### src/rtl/servo_pulse_decoder.sv
// Measures the high time of an RC-servo PWM pulse and decodes it into direction / speed_angle.
// Optional: define AVG_FILTER_EN to average each accepted width with the previous raw width.
module servo_pulse_decoder #(
    parameter int CLK_DIV       = 391,
    parameter int CENTER        = 384,
    parameter int MIN_TICKS     = 64,
    parameter int MAX_TICKS     = 768,
    parameter int TIMEOUT_TICKS = 8192
) (
    input  logic        clk,
    input  logic        reset,
    input  logic        pwm_in,
    input  logic        servo_select,
    output logic        direction,
    output logic [5:0]  speed_angle,
    output logic [7:0]  debug_led,
    output logic [11:0] pulse_width,
    output logic        sample_valid,
    output logic        pulse_error,
    output logic        signal_lost
);

    localparam int PW = (CLK_DIV > 1) ? $clog2(CLK_DIV) : 1;
    localparam int TW = $clog2(TIMEOUT_TICKS + 1);
    localparam logic [PW-1:0] PRESC_LAST  = PW'(CLK_DIV - 1);
    localparam logic [TW-1:0] TO_LIMIT    = TW'(TIMEOUT_TICKS);
    localparam logic [TW-1:0] TO_PRELIMIT = TW'(TIMEOUT_TICKS - 1);
    localparam logic [11:0]   WIDTH_SAT   = 12'hFFF;

    typedef enum logic [2:0] {
        WAIT_LOW,
        WAIT_RISE,
        MEASURE,
        DECODE,
        REJECT
    } state_t;

    state_t state_q, state_d;

    logic pwm_meta, pwm_sync, pwm_prev;
    logic rise, fall, tick;
    logic [PW-1:0] presc;
    logic [11:0]   width;
    logic [TW-1:0] to_cnt;
    logic          to_expire;
    logic          in_range, accept;
    logic          select_q;

    logic [12:0] w_dec, mag, mag_shift;
    logic        dir_d;
    logic [5:0]  speed_d;

    // NOTE: the synchronizer has no reset so that, while reset is held, it fills with
    // the live pin level; a pulse already high at reset release is then never seen as a rise.
    always_ff @(posedge clk) begin
        pwm_meta <= pwm_in;
        pwm_sync <= pwm_meta;
        pwm_prev <= pwm_sync;
    end

    assign rise = pwm_sync & ~pwm_prev;
    assign fall = ~pwm_sync & pwm_prev;
    assign tick = (presc == PRESC_LAST);

    // NOTE: sequential state uses non-blocking assignments so every register samples
    // the pre-edge values of the others, independent of statement order.
    always_ff @(posedge clk) begin
        if (reset) begin
            presc <= '0;
        end else if (rise || tick) begin
            presc <= '0;
        end else begin
            presc <= presc + 1'b1;
        end
    end

    // A rise clears both counters even if a tick lands on the same cycle.
    always_ff @(posedge clk) begin
        if (reset) begin
            width  <= '0;
            to_cnt <= '0;
        end else begin
            if (rise) begin
                width <= '0;
            end else if (state_q == MEASURE && tick && width != WIDTH_SAT) begin
                width <= width + 1'b1;
            end
            if (rise) begin
                to_cnt <= '0;
            end else if (tick && to_cnt != TO_LIMIT) begin
                to_cnt <= to_cnt + 1'b1;
            end
        end
    end

    assign to_expire = tick && !rise && (to_cnt == TO_PRELIMIT);

    always_ff @(posedge clk) begin
        if (reset) begin
            state_q <= WAIT_LOW;
        end else begin
            state_q <= state_d;
        end
    end

    // The range check applies to the raw measurement so a glitch can never be averaged in.
    assign in_range = (width >= 12'(MIN_TICKS)) && (width <= 12'(MAX_TICKS));

    // NOTE: every always_comb output gets a default first, so no path can infer a latch.
    always_comb begin
        state_d = state_q;
        accept  = 1'b0;
        unique case (state_q)
            WAIT_LOW:  if (!pwm_sync) state_d = WAIT_RISE;
            WAIT_RISE: if (rise) state_d = MEASURE;
            MEASURE: begin
                if (fall) begin
                    state_d = DECODE;
                end else if (width > 12'(MAX_TICKS)) begin
                    state_d = REJECT;
                end
            end
            DECODE: begin
                if (in_range) begin
                    accept  = 1'b1;
                    state_d = WAIT_RISE;
                end else begin
                    state_d = REJECT;
                end
            end
            REJECT:  state_d = WAIT_LOW;
            default: state_d = WAIT_LOW;
        endcase
    end

`ifdef AVG_FILTER_EN
    logic [11:0] prev_raw;
    logic [12:0] avg_sum;

    always_ff @(posedge clk) begin
        if (reset) begin
            prev_raw <= '0;
        end else if (accept) begin
            prev_raw <= width;
        end
    end

    // The first sample after reset or a lost signal is taken unaveraged.
    always_comb begin
        avg_sum = {1'b0, prev_raw} + {1'b0, width} + 13'd1;
        w_dec   = signal_lost ? {1'b0, width} : (avg_sum >> 1);
    end
`else
    assign w_dec = {1'b0, width};
`endif

    always_comb begin
        dir_d = 1'b0;
        mag   = '0;
        if (w_dec >= 13'(CENTER)) begin
            dir_d = 1'b1;
            mag   = w_dec - 13'(CENTER);
        end else begin
            mag   = 13'(CENTER) - w_dec;
        end
        mag_shift = servo_select ? (mag >> 2) : (mag >> 1);
        speed_d   = (mag_shift > 13'd63) ? 6'd63 : mag_shift[5:0];
    end

    always_ff @(posedge clk) begin
        if (reset) begin
            direction    <= 1'b0;
            speed_angle  <= '0;
            pulse_width  <= '0;
            select_q     <= 1'b0;
            sample_valid <= 1'b0;
            pulse_error  <= 1'b0;
            signal_lost  <= 1'b1;
        end else begin
            sample_valid <= accept;
            pulse_error  <= (state_q == REJECT);
            if (accept) begin
                direction   <= dir_d;
                speed_angle <= speed_d;
                pulse_width <= w_dec[11:0];
                select_q    <= servo_select;
                signal_lost <= 1'b0;
            end else if (to_expire) begin
                signal_lost <= 1'b1;
            end
        end
    end

    assign debug_led = {select_q, direction, speed_angle};

endmodule

### config.mk
export PLATFORM = sky130hd
export DESIGN_NAME = servo_pulse_decoder
export DESIGN_NICKNAME = d
export VERILOG_FILES = /design/src/rtl/servo_pulse_decoder.sv
export SDC_FILE = /design/constraint.sdc
export NUM_CORES = 1
export LEC_CHECK = 0
export BUFFER_PORTS_ARGS = -buffer_cell sky130_fd_sc_hd__buf_4
export CORE_UTILIZATION = 50
export CTS_CLUSTER_SIZE = 8
export DETAILED_ROUTE_END_ITERATION = 10
export PLACE_DENSITY = 0.73
export SLEW_MARGIN = 20
export SYNTH_ARGS = -nofsm -noshare
export SYNTH_HDL_FRONTEND = slang
export SYNTH_SLANG_ARGS = --single-unit
### constraint.sdc
create_clock -name clk -period 2 [get_ports clk]
set_input_delay 0.1 -clock clk [delete_from_list [all_inputs] [get_ports clk]]
set_output_delay 0.1 -clock clk [all_outputs]
set_load 0.05 [all_outputs]
-- Word-level counts from Yosys, hierarchy flattened
Index checks and enable logic that the tools add are counted.
- mux-type cells: 14
- reduce and logical (&&, ||, !) cells: 13
- add/subtract/negate cells: 5
- bitwise gates (word level): 4
- equality and inequality tests: 11
- magnitude comparators: 5
- operator list (cell ; number):
    2-to-1 mux 3 bit ; 5
    adder 14 x 1 -> 14 bit, second input constant ; 1
    equality test 14 x 13 -> 1 bit, second input constant ; 1
    != test 14 bit, second input constant ; 1
    2-to-1 mux 13 bit ; 1
    subtractor 12 x 9 -> 13 bit, second input constant ; 1
    subtractor 9 x 12 -> 13 bit, first input constant ; 1
    adder 12 x 1 -> 12 bit, second input constant ; 1
    >= comparator 12 x 7 -> 1 bit, second input constant ; 1
    >= comparator 12 x 9 -> 1 bit, second input constant ; 1
    greater-than comparator 12 x 10 -> 1 bit, second input constant ; 1
    greater-than comparator 12 x 6 -> 1 bit, second input constant ; 1
    less-or-equal comparator 12 x 10 -> 1 bit, second input constant ; 1
    2-to-1 mux 12 bit ; 1
    != test 12 bit, second input constant ; 1
    one-hot mux 3 bit (4 select lines) ; 1
    adder 9 x 1 -> 9 bit, second input constant ; 1
    equality test 9 bit, second input constant ; 1
    equality test 3 x 2 -> 1 bit, second input constant ; 2
    logical AND 1 bit ; 6
    2-to-1 mux 6 bit ; 1
    2-to-1 mux 1 bit ; 5
    != test 2 bit, second input constant ; 2
    OR reduction 2 bit ; 2
    other kinds (10) ; 12
- input port bits: 4
- flip-flop bits (word level): 64
- output and inout port bits: 30
- logic and storage cells: 66

-- Logic depth before layout (Yosys ltp)
Gate-level depths: netlist (run 1).
- depth in word-level cells: 7
- mapped depth: 8
- depth with buffers taken out: 7

-- Least setup slack after synthesis (run 1)
No wires, ideal clock.
- kind: register -> register
- start: register width[7]
- end: register speed_angle[0]
- arrival time: 1.938 ns
- library setup time: 0.119 ns
- data required time: 1.881 ns
- slack: -0.057 ns
- stages on the path, launching flop included: 8
- clock period less this slack: 2.057 ns
- buffers on the path: 1
- cell sequence: dfxtp_1 -> ha_1 -> or4_4 -> buf_6 -> a2111oi_4 -> a22o_4 -> o2111ai_4 -> o221a_1
- longest elaborated chain between the ends: 5
- elaborated cells on any way between the ends: 12
- classes of those cells: add/sub (2); order compare (4); mux (5); reduce/logical (1)
- ends and longest elaborated chain (item ; line ; RTL):
    from (decl) ; 43 ; logic [11:0] width;
    from (signal assigned) ; 86 ; width <= width + 1'b1;
    subtractor 9 x 12 -> 13 bit (tied with other cells) ; 164 ; mag = 13'(CENTER) - w_dec;
    2-to-1 mux 13 bit ; 160 ; if (w_dec >= 13'(CENTER)) begin
    2-to-1 mux 12 bit ; 166 ; mag_shift = servo_select ? (mag >> 2) : (mag >> 1);
    greater-than comparator 12 x 6 -> 1 bit ; 167 ; speed_d = (mag_shift > 13'd63) ? 6'd63 : mag_shift[5:0];
    2-to-1 mux 6 bit ; 167 ;
    to (signal assigned) ; 184 ; speed_angle <= speed_d;
    to (decl) ; 15 ; output logic [5:0] speed_angle,
Several ways; a longest one is shown, not always the timed one.
A chain may end at the register's enable or synchronous reset.

-- Worst setup path after layout (run 1)
Same ends and word-level chain as after synthesis.

==> summary.txt, run 1 <==
Layout
  – Final cell count without fillers: 496
  – N_diodes: 0
  – Layout area overhead: 24.3%
  – Share of layout cells above drive strength 1: 26.4%
  – Post-layout nets: 428
  – Fillers: 505
  – Core Util, Final: 65.8%

STA
  – Final Hold Viols: 0
  – Worst Max-Slew Pin Slew: 0.409 ns
  – Relative slew margins: 72.4%
  – Setup violation total in the final timing report: 0
  – Setup ws final: 0.0175 ns
  – Hold Slack: 0.0953 ns
  – Period utilisation layout: 99.1%
  – RSZ-0062 raised after global routing: yes
  – Final Skew: 0.0115 ns
  – Max Clock Freq: 504 MHz
  – Slew Viols, Final: 0
  – Post-route minimum period: 1.98 ns

Yosys
  – Post-Syn Instances: 361
  – Synth Warn #: 0
  – Synth Flop Type: dfxtp_1
  – Share of flip-flops with an asynchronous set or reset: 0%
  – Seq/Total Area, Yosys: 40.2%
  – Post-synth EDFFs: 0
  – Avg Cell Area, Syn: 8.84 um^2
  – Mapped Nets: 373
  – Post-Syn Area: 3190 um^2
  – Post-synth cell types: 57
  – FF+latch count, synth: 64

Drt
  – Remaining routing DRC violations: 0
  – Via count: 2,767
  – Total Wirelength: 7090 um
  – Initial DRC count: 168
  – Length of the first detailed-routing pass in iterations: 4
  – Remaining antenna violation count: 0
  – Average routed wire per standard cell: 14.3 um
  – Vias/cell: 5.58

Worst setup path
  – CP startpoint: width[7]
  – CP max stage cell: or4_4
  – CP Capture Point: speed_angle[0]
  – CP cell instances: ha_4 -> or4_4 -> a31oi_4 -> o211a_1 -> o2111ai_4 -> o221a_1
  – Crit path kind: flop to flop
  – Worst stage delay on the critical path: 0.50 ns
  – WP data arrival: 2.21 ns
  – Reg2reg path depth: 6
  – CP Launch Type: flop
  – CP Capture Type: flop
  – Worst Path Required: 2.22 ns
  – R2R Path End: speed_angle[0]
  – Critical path fanouts, max: 6
  – R2r setup slk: 0.02 ns
  – Reg2Reg Launch Point: width[7]

GRT
  – Vias in the first global route: 2,418
  – Initial antenna violation count: 0
  – GRT overflow: 0
  – Global-route wire length before repair: 11,200 um
  – Largest net degree at the start of global routing: 27
  – Overall Global Routing Usage: 22.0%

Clock network
  – Clk_lat worst skew: 0.34 ns
  – Reg clk slew, reported paths: 0.08 ns
  – Max Root-Sink Buffers: 2
  – Num CTS Buffers: 9
  – Clock Tree Root: clkbuf_8
  – H-tree level count: 3
  – CTS tree: done
  – Clk sinks: 64

Placement
  – DP Cell Count: 471
  – PortBufs: 33
  – Place WS: -0.00748 ns
  – Routability congestion estimate from global placement: 0.822
  – DP HPWL: 4850 um

Floorplan
  – DIE AREA: 6700 um^2
  – Initial Util: 52.9%
  – Rows: 28
  – Core area: 6030 um^2
  – Height of the chip: 81.9 um
  – Chip Width: 81.9 um
  – IO Count: 34

Flow run
  – Maxcap violations: 0

Pwr
  – Static Leak: 0.00148 uW
  – Cell Pwr Density: 631 nW/um^2
  – Peak VDD IR: 478 uV
  – Tot Pwr: 2500 uW

Run status
  – Status: finished, final reports clean

Worst hold path
  – HP Class: primary input to flop
-- through the flow --
step | TNS, ns | cell area (um^2)
floorplan | 0 | 3200
global placement | 0 | 3630
detailed placement | -0.00748 | 3630
CTS | 0 | 3860
global route | -0.512 | 3970
finish | 0 | 3970
-- synthesized netlist by cell type, types with 2 or more instances --
master     n  area (um^2)
dfxtp_1   64         1280
nor2_1    47          176
nand2_1   22         82.6
a21oi_1   18         90.1
xnor2_1   17          149
clkbuf_1  14         52.6
inv_1     14         52.6
nand3_1   14         70.1
o21ai_0   14         70.1
mux2i_1   12          120
nand4_1   11         68.8
or3_1      9         56.3
buf_4      8         60.1
ha_1       8          100
nor3_1     8         40.0
xor2_1     8         70.1
nor4_1     7         43.8
o221a_1    6         67.6
a22oi_1    5         37.5
nor3b_1    4         30.0
nor4b_1    4         35.0
and2_1     3         18.8
and4_1     3         26.3
buf_2      3         15.0
a21o_1     2         15.0
a31oi_1    2         12.5
and4bb_2   2         25.0
buf_1      2         7.51
buf_6      2         22.5
-- cells by family (layout without fill, tap and decap cells) --
group           after synthesis  after routing  synth area share [%]
mux                          13             13                  4.12
buf+inv                      44            103                  6.71
simple gates                144            145                  23.8
flops                        64             64                  40.2
compound gates               63             63                  15.2
fa+ha+maj                     8              8                  3.14
xor+xnor                     25             25                  6.86
-- registers in the layout, indices dropped and copies added, names as in the netlist --
signal and flops:
speed_angle 6, pulse_width 12, width 12, presc 9, signal_lost 1, sample_valid 1
to_cnt 14, direction 1, state_q 3, pwm_sync 1, select_q 1, pwm_prev 1
pulse_error 1, pwm_meta 1
-- area by class of cell --
cell class,instances,area [um^2],share of cell area (%)
clock buffers,10,138,3.47
clock inverters,6,67.6,1.70
inverters,15,56.3,1.42
multi-input cells,254,1770,44.7
flip-flops and latches,64,1280,32.4
well taps,75,93.8,2.37
repair buffers,72,556,14.0
-- worst max-delay path, delay by kind of cell, from the launching register on --
family                   cells  cell delay (ns)
adder cells (fa/ha/maj)      1             0.16
AO/OA/AOI/OAI                4             0.87
AND/OR/NAND/NOR              1             0.50
flip-flops                   1             0.34
-- routing by layer --
layer / global-route usage [%] / share of wire [%] / up-vias
met5: 0 / 0 / -
met4: 8.42 / 1.7 / 0
met3: 4.56 / 3.7 / 10
met2: 35.5 / 47 / 63
met1: 28.8 / 48 / 1308
li1: - / - / 1386
-- placed cells by master, fill, tap and decap left out, drive strengths merged, types with 11 or more instances in the layout --
| master | synthesis | routed |
|---|---|---|
| a21oi | 19 | 19 |
| buf | 15 | 71 |
| dfxtp | 64 | 64 |
| inv | 14 | 15 |
| mux2i | 12 | 12 |
| nand2 | 22 | 22 |
| nand3 | 14 | 14 |
| nand4 | 11 | 11 |
| nor2 | 48 | 48 |
| o21ai | 14 | 14 |
| xnor2 | 17 | 17 |
-- worst min path at each step --
| stage | slack [ns] | to | from | cells past startpoint |
|---|---|---|---|---|
| after floorplan | 0.13 | pwm_meta | pwm_in | 0 |
| after global placement | 0.21 | pwm_meta | pwm_in | 1 |
| after detailed placement | 0.21 | pwm_meta | pwm_in | 1 |
| after CTS | 0.09 | pulse_width[4] | reset | 2 |
| after global routing | 0.1 | pulse_width[6] | reset | 2 |
| final | 0.1 | pulse_width[4] | reset | 2 |
-- repair_timing --
action,CTS,global route
hold buffers,1,0
setup buffers,0,8
resized for setup,3,10
pin swaps,0,2
endpoints found under the hold margin,1,0
gates cloned,1,0
endpoints found under the setup margin,4,8
-- power breakdown --
part	switching (uW)	internal [uW]	leakage [uW]	total (uW)
clock network	535	614	0.0000989	1150
logic	42.0	23.1	0.000865	65.2
registers	7.39	1280	0.000518	1290
total	584	1920	0.00148	2500
No activity file was read; power rests on OpenSTA's default activity.
==> run 2: changes to the inputs <==
--- a/config.mk
+++ b/config.mk
@@ -6,10 +6,12 @@
 export NUM_CORES = 1
 export LEC_CHECK = 0
 export BUFFER_PORTS_ARGS = -buffer_cell sky130_fd_sc_hd__buf_4
-export CORE_UTILIZATION = 50
-export CTS_CLUSTER_SIZE = 8
+export CELL_PAD_IN_SITES_DETAIL_PLACEMENT = 0
+export CELL_PAD_IN_SITES_GLOBAL_PLACEMENT = 1
+export CORE_UTILIZATION = 40
+export CTS_CLUSTER_SIZE = 20
 export DETAILED_ROUTE_END_ITERATION = 10
-export PLACE_DENSITY = 0.73
+export PLACE_DENSITY = 0.76
 export SLEW_MARGIN = 20
 export SYNTH_ARGS = -nofsm -noshare
 export SYNTH_HDL_FRONTEND = slang
==> run 2 against run 1 <==
Effect of this change:
- flip-flop and latch count did not move
- largest cell class unchanged
- clock power barely moved
- die area increased by 24%
- power shrank 0.63%
- non-clock buffer count shrank 3
- first-iteration DRC count decreased by 24%
- count of clock-buffer cells in the layout fell by 1
- maximum frequency increased by 3.3%
- global-route usage is 4.8 points lower
- setup slack improved by 0.064 ns
==> summary.txt, run 2 (synthesis gave the netlist of run 1 again) <==
Drt
  – Average routed wire per standard cell: 13.8 um
  – Via count: 2,715
  – Vias/cell: 5.22
  – Remaining antenna violation count: 0
  – Remaining routing DRC violations: 0
  – Initial DRC count: 128
  – Total Wirelength: 7190 um
  – Length of the first detailed-routing pass in iterations: 5

Worst setup path
  – Worst path depth: 6
  – CP Launch Type: flop
  – Worst stage delay on the critical path: 0.49 ns
  – R2r setup slk: 0.08 ns
  – CP startpoint: width[7]
  – R2R Path End: speed_angle[1]
  – Buf+Inv Stages, Crit Path: 0
  – CP cell instances: ha_4 -> or4_4 -> a31oi_4 -> o211a_1 -> o2111ai_4 -> o221a_1
  – Worst Path Required: 2.24 ns
  – Reg2reg path depth: 6
  – CP max stage cell: or4_4
  – Critical path fanouts, max: 6
  – Reg2Reg Launch Point: width[7]
  – CP Capture Point: speed_angle[1]
  – CP Capture Type: flop
  – Crit path kind: flop to flop
  – WP data arrival: 2.16 ns
  – CP delay by family, top: compound AO/OA/AOI/OAI gates

Clock network
  – Clock Tree Root: clkbuf_8
  – CTS tree: done
  – Num CTS Buffers: 9
  – Clk_lat worst skew: 0.34 ns
  – Reg clk slew, reported paths: 0.08 ns
  – Max Root-Sink Buffers: 2
  – H-tree level count: 3
  – Clk sinks: 64

GRT
  – Overall Global Routing Usage: 17.3%
  – Global-route wire length before repair: 11,400 um
  – Initial antenna violation count: 0
  – Largest net degree at the start of global routing: 27
  – Vias in the first global route: 2,409
  – GRT overflow: 0

STA
  – Setup TNS: 0 ns
  – Post-route minimum period: 1.92 ns
  – Period utilisation layout: 95.9%
  – Final Hold Viols: 0
  – Slew Viols, Final: 0
  – Relative slew margins: 75.7%
  – Final Skew: 0.00740 ns
  – Setup violation total in the final timing report: 0
  – Max Clock Freq: 521 MHz
  – Worst Max-Slew Pin Slew: 0.361 ns

Layout
  – Layout area overhead: 25.5%
  – Most frequent cells in the layout: buf_4, dfxtp_1, nor2_1
  – Share of layout cells above drive strength 1: 26.8%
  – Regs by FF count: to_cnt x14, pulse_width x12, width x12
  – Largest register FFs: 14
  – Final instance area: 4010 um^2
  – N_diodes: 0
  – Commonest non-fill, non-tap cell in the layout: buf_4
  – Post-layout nets: 425
  – Fillers: 728
  – Largest reg by FF count: to_cnt
  – Final cell count without fillers: 520

Floorplan
  – IO Count: 34
  – Initial Util: 41.3%
  – Core area: 7730 um^2
  – DIE AREA: 8340 um^2
  – Chip Width: 91.3 um
  – Rows: 32
  – Height of the chip: 91.3 um

Pwr
  – P_sw: 593 uW
  – Internal: 1890 uW
  – Cell Pwr Density: 621 nW/um^2
  – Peak VDD IR: 435 uV
  – Switching share of power: 23.8%
  – Static Leak: 0.00146 uW
  – Clock Power Share: 45.5%
  – Reg power frac: 51.8%
  – Comb power frac: 2.7%

Placement
  – PortBufs: 33
  – DP Cell Count: 500
  – Area after DPL: 3670 um^2
  – DP HPWL: 4900 um
  – Routability congestion estimate from global placement: 0.786

Worst hold path
  – HP Class: primary input to flop

Flow run
  – Maxcap violations: 0

Run status
  – Status: finished, final reports clean
run 2: timing repair:
action,in CTS,in global routing
gates resized for setup,0,20
buffers inserted,0,3
hold buffers,1,0
endpoints found under the hold margin,1,0
endpoints found under the setup margin,0,20
run 2: tightest hold or removal path, delay by kind of cell:
family | cells | cell delay (ns)
buffers and inverters | 1 | 0.13
muxes | 1 | 0.08
and+or+nand+nor | 1 | 0.07
run 2: worst min path at each step:
stage                endpoint  cells past startpoint          from
3_3_place_gp         pwm_meta                      1        pwm_in
2_1_floorplan        pwm_meta                      0        pwm_in
5_1_grt        pulse_width[9]                      2         reset
4_1_cts              select_q                      3  servo_select
3_5_place_dp         pwm_meta                      1        pwm_in
6_report             select_q                      3  servo_select
run 2: power by group through the flow:
stage                     clock network [uW]  registers, uW  logic [uW]
after CTS                               1170           1290        68.9
after detailed placement                   0           1320        67.4
final                                   1130           1290        68.1
after floorplan                            0           1320        39.4
after global routing                    1220           1290        77.3
after global placement                     0           1320        66.5
run 2: metrics by stage:
step / utilization [%] / hold slack, ns / total power [uW] / worst slack [ns]
floorplan: - / 0.128 / 1360 / 0.00535
global placement: 47.5 / 0.207 / 1380 / 0.0493
detailed placement: 47.5 / 0.207 / 1390 / 0.0152
CTS: 50.2 / 0.0648 / 2530 / 0.0129
global route: 51.8 / 0.105 / 2590 / -0.0280
finish: 51.8 / 0.0729 / 2490 / 0.0811
run 2: cell type report:
type | count | area, um^2 | area share (%)
Clock inverter | 7 | 77.6 | 1.94
Timing Repair Buffer | 69 | 524 | 13.1
Clock buffer | 9 | 124 | 3.09
Multi-Input combinational cell | 254 | 1810 | 45.2
Tap cell | 102 | 128 | 3.19
Sequential cell | 64 | 1280 | 32.1
Inverter | 15 | 56.3 | 1.41
run 2: routing by layer:
metal | global-route usage (%) | vias up | share of wire [%]
li1 | - | 1381 | -
met1 | 23.6 | 1278 | 50
met2 | 26.7 | 48 | 45
met3 | 3.52 | 8 | 3.8
met4 | 6.35 | 0 | 1.3
met5 | 0 | - | 0
